--- config.mk ---
export PLATFORM = sky130hd
export DESIGN_NAME = sipo_align_deser
export DESIGN_NICKNAME = d
export VERILOG_FILES = /design/src/rtl/sipo_align_deser.sv
export SDC_FILE = /design/constraint.sdc
export NUM_CORES = 1
export LEC_CHECK = 0
export CELL_PAD_IN_SITES_DETAIL_PLACEMENT = 0
export CELL_PAD_IN_SITES_GLOBAL_PLACEMENT = 2
export CORE_MARGIN = 3
export CORE_UTILIZATION = 30
export DETAILED_ROUTE_END_ITERATION = 10
export PLACE_DENSITY = 0.82
export SYNTH_ARGS = -nofsm -noshare
export SYNTH_HDL_FRONTEND = slang
export SYNTH_SLANG_ARGS = --single-unit
--- constraint.sdc ---
create_clock -name clk -period 1.6 [get_ports clk]
set_clock_uncertainty 0.2 [all_clocks]
set_input_delay 0.32 -clock clk [delete_from_list [all_inputs] [get_ports clk]]
set_output_delay 0.32 -clock clk [all_outputs]
set_load 0.01 [all_outputs]
--- src/rtl/sipo_align_deser.sv ---
// sipo_align_deser: LSB-first serial-to-parallel deserializer with K28.5
// comma alignment and lock tracking. It sits between the serial line and
// the 10b/8b decoder.
module sipo_align_deser #(
  parameter int unsigned     WIDTH       = 10,
  parameter logic [WIDTH-1:0] COMMA_P    = 10'h17C,
  parameter logic [WIDTH-1:0] COMMA_N    = 10'h283,
  parameter int unsigned     LOSS_THRESH = 4
) (
  input  logic             clk,
  input  logic             rst,
  input  logic             sin,
  input  logic             sin_en,
  output logic [WIDTH-1:0] pout,
  output logic             pout_valid,
  output logic             locked,
  output logic             comma_det
);

  localparam int unsigned CW = $clog2(WIDTH);
  localparam int unsigned MW = $clog2(LOSS_THRESH + 1);
  localparam logic [CW-1:0] LAST_BIT = CW'(WIDTH - 1);
  localparam logic [MW-1:0] LOSS_M   = MW'(LOSS_THRESH);

  typedef enum logic {HUNT, SYNC} state_e;

  state_e           state_q, state_d;
  logic [WIDTH-1:0] sr_q, sr_d, sr_nx;
  logic [WIDTH-1:0] pout_q, pout_d;
  logic             pout_valid_q, pout_valid_d;
  logic             comma_det_q, comma_det_d;
  logic [CW-1:0]    bit_cnt_q, bit_cnt_d;
  logic [MW-1:0]    mis_cnt_q, mis_cnt_d;
  logic             match;
  logic [MW-1:0]    mis_inc;

  // Next-state: shift, comma match, word framing and lock/loss decisions.
  always_comb begin
    sr_nx        = {sin, sr_q[WIDTH-1:1]};
    match        = (sr_nx == COMMA_P) || (sr_nx == COMMA_N);
    mis_inc      = mis_cnt_q + MW'(1);
    state_d      = state_q;
    sr_d         = sr_q;
    pout_d       = pout_q;
    pout_valid_d = 1'b0;
    comma_det_d  = 1'b0;
    bit_cnt_d    = bit_cnt_q;
    mis_cnt_d    = mis_cnt_q;
    if (sin_en) begin
      sr_d        = sr_nx;
      comma_det_d = match;
      case (state_q)
        HUNT: begin
          if (match) begin
            state_d      = SYNC;
            bit_cnt_d    = '0;
            pout_d       = sr_nx;
            pout_valid_d = 1'b1;
            mis_cnt_d    = '0;
          end
        end
        SYNC: begin
          if (bit_cnt_q == LAST_BIT) begin
            pout_d       = sr_nx;
            pout_valid_d = 1'b1;
            bit_cnt_d    = '0;
            if (match) mis_cnt_d = '0;
          end else begin
            bit_cnt_d = bit_cnt_q + CW'(1);
            if (match) begin
              // Losing lock does not re-align on this bit; the hunt
              // restarts with the next shift.
              if (mis_inc == LOSS_M) begin
                state_d   = HUNT;
                mis_cnt_d = '0;
              end else begin
                mis_cnt_d = mis_inc;
              end
            end
          end
        end
        default: state_d = HUNT;
      endcase
    end
  end

  // State registers with synchronous reset.
  always_ff @(posedge clk) begin
    if (rst) begin
      state_q      <= HUNT;
      sr_q         <= '0;
      pout_q       <= '0;
      pout_valid_q <= 1'b0;
      comma_det_q  <= 1'b0;
      bit_cnt_q    <= '0;
      mis_cnt_q    <= '0;
    end else begin
      state_q      <= state_d;
      sr_q         <= sr_d;
      pout_q       <= pout_d;
      pout_valid_q <= pout_valid_d;
      comma_det_q  <= comma_det_d;
      bit_cnt_q    <= bit_cnt_d;
      mis_cnt_q    <= mis_cnt_d;
    end
  end

  assign pout       = pout_q;
  assign pout_valid = pout_valid_q;
  assign comma_det  = comma_det_q;
  assign locked     = (state_q == SYNC);

endmodule
# [After elaboration in Yosys (flattened, before gate mapping)]
# Index checks and enable logic that the tools add are counted.
# W data, S select, Z words.
[totals] register_bits=30 input_bits=4 output_inout_bits=13 wordCells=41
[op_classes] add_sub_neg=2 eq_ne=7 n_mux=18 bitwise_logic=2 n_reduce_logical=5
[op_table] operator="$mux W10" count=2
[op_table] operator="$pmux W10 S2" count=1
[op_table] operator="$mux W3" count=4
[op_table] operator="$eq A10 B10 Y1 const B" count=1
[op_table] operator="$eq A10 B9 Y1 const B" count=1
[op_table] operator="$mux W4" count=2
[op_table] operator="$pmux W4 S2" count=1
[op_table] operator="$pmux W3 S2" count=1
[op_table] operator="$mux W1" count=5
[op_table] operator="$add A4 B1 Y4 const B" count=1
[op_table] operator="$eq A4 B4 Y1 const B" count=1
[op_table] operator="$pmux W1 S2" count=2
[op_table] operator="$reduce_and A2 Y1" count=2
[op_table] operator="$add A3 B1 Y3 const B" count=1
[op_table] operator="$eq A3 B3 Y1 const B" count=1
[op_table] operator="$ne A3 B1 Y1 const B" count=1
[op_table] operator="$reduce_and A3 Y1" count=1
[op_table] operator="$ne A2 B1 Y1 const B" count=1
[op_table] operator="$ne A2 B2 Y1 const B" count=1
[op_table] operator="$not A1 Y1" count=2
[op_table] operator="$reduce_or A2 Y1" count=1
[op_table] operator="$logic_or A1 B1 Y1" count=1

# [Depth between registers and ports, before layout]
[depth] word_depth=6 depth_mapped=7 mapped_depth_nobuf=7

# [Worst setup path before layout]
# No wires, ideal clock.
[synth_timing] path_type="reg-to-reg" from="register sr_q[9]" to="register pout_q[0] (netlist: pout[0])" setup_ps=119 arrival_time_ps=1470 required_ps=1281 setup_slack_ps=-190 path_stages_with_launch=7 n_path_buf=1 period_less_slack_ps=1790 cell_sequence="dfxtp_1 -> nor4b_4 -> nor4b_4 -> o21ai_4 -> o22a_4 -> buf_6 -> mux2i_1"
[synth_via] elab_chain_cells=4 elab_cells_between_ends=5 cone_classes="3 x eq/ne; 2 x reduce/logical"
[synth_lines] element="start, declared" line="28" source="logic [WIDTH-1:0] sr_q, sr_d, sr_nx;"
[synth_lines] element="start signal, assigned" line="99" source="sr_q <= sr_d;"
[synth_lines] element="$eq A10 B9 Y1 or $eq A10 B10 Y1 (tied branches)" line="40" source="match = (sr_nx == COMMA_P) || (sr_nx == COMMA_N);"
[synth_lines] element="$logic_or A1 B1 Y1 *" line="40"
[synth_lines] element="$ne A2 B2 Y1 (no source line) *"
[synth_lines] element="$reduce_and A3 Y1 (no source line) *"
[synth_lines] element="end signal, assigned" line="100" source="pout_q <= pout_d;"
[synth_lines] element="end, declared" line="29" source="logic [WIDTH-1:0] pout_q, pout_d;"
# Mark *: on every way between the ends. The rest lies on a longest branch, timed or not.
# A chain may end at the register's enable or synchronous reset.

# [Worst setup path after layout]
[layout_timing] from="register sr_q[9]" to="register mis_cnt_q[0]"
[layout_via] elab_chain_cells=5 elab_cells_between_ends=8 cone_classes="3 x eq/ne; 3 x mux; 2 x reduce/logical"
[layout_lines] element="$eq A10 B9 Y1 or $eq A10 B10 Y1 (tied branches)" line="40"
[layout_lines] element="$logic_or A1 B1 Y1 *" line="40"
[layout_lines] element="$mux W3 (2 in a row)"
[layout_lines] element="$pmux W3 S2"
[layout_lines] element="end signal, assigned" line="104" source="mis_cnt_q <= mis_cnt_d;"
[layout_lines] element="end, declared" line="33" source="logic [MW-1:0] mis_cnt_q, mis_cnt_d;"
# Marks and branches as above.

==> reports/metrics.yaml <==
fmax_ghz: 0.569
grt_pass1_vias: 1014
cts-buffers-inserted: 5
start_util_pct: 32.1
synth_ff_type: "dfxtp_1"
fin_area_um2: 1840
ios: 17
dieWidth_um: 72.4
cts_buffer_depth: 2
io_buffers: 16
fin_cells: 232
gp_congestion: 0.767
regArea_um2: 592
clkTransAtPathRegs_ns: 0.06
grt_overflow_total: 0
dp_slack_ns: -0.680
fin_crit_sh_pct: 110
synth_area_leaders: "dfxtp_1, mux2i_1, nand2_1"
reg2reg_depth: 5
reg2reg_setup_slack_ns: -0.16
slowest_delay_ns: 0.42
maxSlewViolCount: 0
hp-class: "reg -> reg"
setup_viol: 19
p_leak_uw: 0.000868
synthCells: 136
path_class: "reg -> reg"
cts-root-buf: "clkbuf_8"
min_delay_path_depth: 2
dp.final_hpwl_mm: 2.15
htree_levels: 2
fp.coreArea_um2: 4120
async_flop_share_pct: 0
mostFrequentLayoutCell: "buf_4"
vias_per_cell: 4.76
grt_usage_pct: 12.9
drc_errors: 0
crit_chain: "nor4b_4, nor4b_4, o21ai_4, or4_1, nand2_1"
cp_max_fo: 4
place_inst: 223
vdd_drop_max_uv: 341
rsz0062_at_grt: "true"
ys_warn_count: 0
crit_path_top_delay_cell: "or4_1"
yosys.area.top_type: "dfxtp_1"
grt_pass1_wl_mm: 5.03
first_pass_iters: 4
holdWs_ns: 0.255
synth_cell_type_count: 36
arrival_ns: 1.78
rows: 23
power_density_nw_per_um2: 764
nets: 191
synth_fp_nets: 145
worst_pin_slew_ns: 0.274
start_kind: "register"
r2r-start: "sr_q[9]"
layout_common_cells: "buf_4, nand2_1, dfxtp_1"
antenna_found_initial: 0
hold_viol: 0
fill_cells: 416
cts_tree: "done"
synth-edff-count: 0
drive_above_1_share_pct: 29.1
cp_common_cell: "nor4b_4"
slew_headroom_pct: 81.7
min_period_ns: 1.76
placed_area_um2: 1730
routed_wl_mm: 3.04
diodes: 0
final.setup.worst_slack_ns: -0.158
hold_start: "pout[1]"
syn_area_per_cell_um2: 9.72
drv_cap: 0
multi_input_area_um2: 726
synth-seq-cells: 29
syn_area_um2: 1320
wl_per_cell_um: 13.1
crit_path_end_kind: "register"
status: "complete, but fails checks"
ys_seq_area_share_pct: 43.9
grt_max_degree: 24
hold_path_end: "pout[1]"
worstPathRequired_ns: 1.63
clk_latency_ns: 0.28
violations: "negative setup slack"
die_h_um: 72.4
drtAntennaViolNets: 0
initialDrtViolationCount: 57
dr_total_vias: 1104
r2r_end: "mis_cnt_q[0]"
die-area_um2: 5240
cts_sinks: 29
area_delta_synth_final_pct: 39.0
yosysTopAreaCellShare_pct: 43.9
-- power by group --
| group | leakage [µW] | internal [µW] | total [µW] | switching [µW] |
|---|---|---|---|---|
| sequential | 0.000237 | 724 | 728 | 4.36 |
| combinational | 0.000586 | 32.9 | 69.0 | 36.1 |
| clock | 0.0000443 | 340 | 607 | 267 |
-- worst max-delay path: cells and delay by family (launching register included) --
| kind | cells | cell delay [ns] |
|---|---|---|
| simple gates | 4 | 1.07 |
| flops | 1 | 0.34 |
| compound gates | 1 | 0.10 |
-- per-layer routing --
layer | global-route usage (%) | part of all wire (%) | up-vias
met1 | 16.2 | 49 | 514
met2 | 19.6 | 46 | 13
met3 | 4.16 | 3.7 | 5
li1 | - | - | 572
met4 | 6.76 | 2.1 | 0
met5 | 0 | 0 | -
-- cells by family after synthesis --
kind of cell | after synthesis | share of synthesized area (%)
fa+ha+maj | 5 | 4.73
flops | 29 | 43.9
simple gates | 57 | 23.7
compound gates | 15 | 9.56
mux | 19 | 14.4
buf+inv | 11 | 3.78
-- repair_timing --
item,in CTS,in global routing
gates cloned,1,0
resized for setup,22,2
buffers inserted,0,1
endpoints found under the setup margin,33,20
hold buffers,0,0
pin swaps,8,2
-- Yosys cell counts (2+ instances only) --
master and instances:
dfxtp_1 29, nand2_1 24, mux2i_1 19, nor2_1 13, ha_1 5, nand3_1 5, inv_1 4, a21oi_1 3
and3_1 3, clkbuf_1 3, a31o_2 2, nor4b_4 2
-- sequential cells by signal, indices dropped and copies added (netlist names) --
name	cells
bit_cnt_q	4
comma_det	1
locked	1
mis_cnt_q	3
pout	10
pout_valid	1
sr_q	9
-- worst max path at each step --
stage,endpoint,from,slack [ns]
finish,mis_cnt_q[0],sr_q[9],-0.16
global placement,pout[1],sin,-0.59
floorplan,pout[0],sr_q[5],-0.17
detailed placement,pout[9],sin,-0.68
CTS,mis_cnt_q[0],sr_q[9],-0.17
global route,locked,sr_q[5],-0.25
-- cell type report --
cell class	count	area share [%]
Timing Repair Buffer	44	19.2
Inverter	5	1.02
Tap cell	50	3.40
Multi-Input combinational cell	97	39.5
Sequential cell	29	32.2
Clock buffer	7	4.70
-- metrics by stage --
step                total power [µW]  TNS (ns)  utilization [%]
floorplan                        781     -1.79                -
global placement                 813    -11.74             41.9
detailed placement               814    -13.19             41.9
CTS                             1440     -2.46             44.4
global route                    1470     -3.49             44.7
finish                          1400     -2.13             44.7
No activity file was read; power rests on OpenSTA's default activity.
==> edit: new RTL, config.mk and constraints unchanged <==
`WIDTH`: 10 -> 20.
--- a/src/rtl/sipo_align_deser.sv
+++ b/src/rtl/sipo_align_deser.sv
@@ -3,5 +3,5 @@
 // the 10b/8b decoder.
 module sipo_align_deser #(
-  parameter int unsigned     WIDTH       = 10,
+  parameter int unsigned     WIDTH       = 20,
   parameter logic [WIDTH-1:0] COMMA_P    = 10'h17C,
   parameter logic [WIDTH-1:0] COMMA_N    = 10'h283,
Interface: changed (resized pout); port bits go from 17 to 27. No check against the original RTL was run, so the function may have changed too.
==> edit against the unedited design <==
The run still ends with setup timing left. Cell count increased by 47%. Wire length grew 60%. Total power increased by 60%. Design area is 61% higher. Worst setup slack worse by 0.24 ns. Sequential share of layout area increased by 2.3 points. Global-route usage decreased by 0.12 points. Sequential cell count up 21. Synthesized area grew 50%. Utilization increased by 3.3 points. Critical endpoint is now pout[4]. Largest cell class unchanged.
==> edit: results <==
[synthesis]
synthAdderAreaFrac_pct = 2.525
synthMuxAreaShare_pct = 10.61
ys_seq_area_share_pct = 50.51
avgSynthCellArea_um2 = 10.43
synth-xor-area-share_pct = 0.4419
yosys-top-cells-area = dfxtp_1, mux2i_1, a22o_1, nor2_1, ha_1
synth_compound_area_share_pct = 16.60
synth.distinct_cells = 38
synth_top_cells_by_count = dfxtp_1, nor2_1, mux2i_1, a22o_1, a21oi_1

[power]
p_leak_nw = 1.301
pwr-share-comb_pct = 5.3
ir_drop_uv = 337.6
swShare_pct = 21.40
pwr-share-clk_pct = 39.2

[final_layout]
largest_reg_flops = 20
final_nets = 274
drive_above_1_share_pct = 35.96
fill_cells = 593

[place]
io_buffers = 26
post_dp_cell_area_um2 = 2669
dp_hpwl_um = 3379
dpl_worst_slack_ns = -0.7096
gp_congestion = 0.7071
place_inst = 325

[worst_setup_path]
cp.arrival_ns = 2.05
endpoint = pout[4]
r2r_cells = 7
cp-startpoint = sr_q[3]

[global_route]
grtUsageMet2_pct = 19.25
grt_util_met3_pct = 3.217
grt_pass1_vias = 1538
track_usage_pct = 12.76
grtUsageMet1_pct = 17.16
grt_max_degree = 22

[timing]
whs_ns = 0.2803
finalWorstSetupSlack_ns = -0.3928
fin_tns_setup_ns = -10.67
worst_slew_margin_rel_pct = 75.28
finalSetupViolations = 32

[drt]
postRouteWirelength_um = 4852
drt_iter0_markers = 33
met3_length_um = 143
viasPerCell = 4.857
wl_met2_um = 2241

[clocking]
clkSlewWorstSetupHoldPaths_ns = 0.09
post_cts_resized = 31
clk_latency_ns = 0.30

[worst_hold_path]
hp-start = pout[16]

[run_status]
outcome = finished, violations left
violations = setup timing
edit: changes by cell type in the layout (fill, tap and decap cells not counted), moves of 7 or more:
cell	change
a22o_1	+20
buf_4	+20
dfxtp_1	+19
nand2_1	-18
nor2_1	+10
buf_6	+9
dlygate4sd2_1	+7
edit: worst max-delay path, cell delays in order, from the launching register on:
cell      delay, ns
dfxtp_4        0.37
nor4bb_4       0.28
nand4_1        0.19
a21o_4         0.28
a211oi_4       0.22
buf_6          0.15
buf_6          0.12
a22o_1         0.12
edit: area by class of cell:
cell class | instances | area, µm² | share of cell area (%)
Clock inverter | 1 | 30.03 | 1.016
Sequential cell | 50 | 1020 | 34.49
Clock buffer | 7 | 76.32 | 2.581
Inverter | 3 | 11.26 | 0.3809
Tap cell | 75 | 93.84 | 3.174
Timing Repair Buffer | 83 | 693.2 | 23.44
Multi-Input combinational cell | 123 | 1032 | 34.91
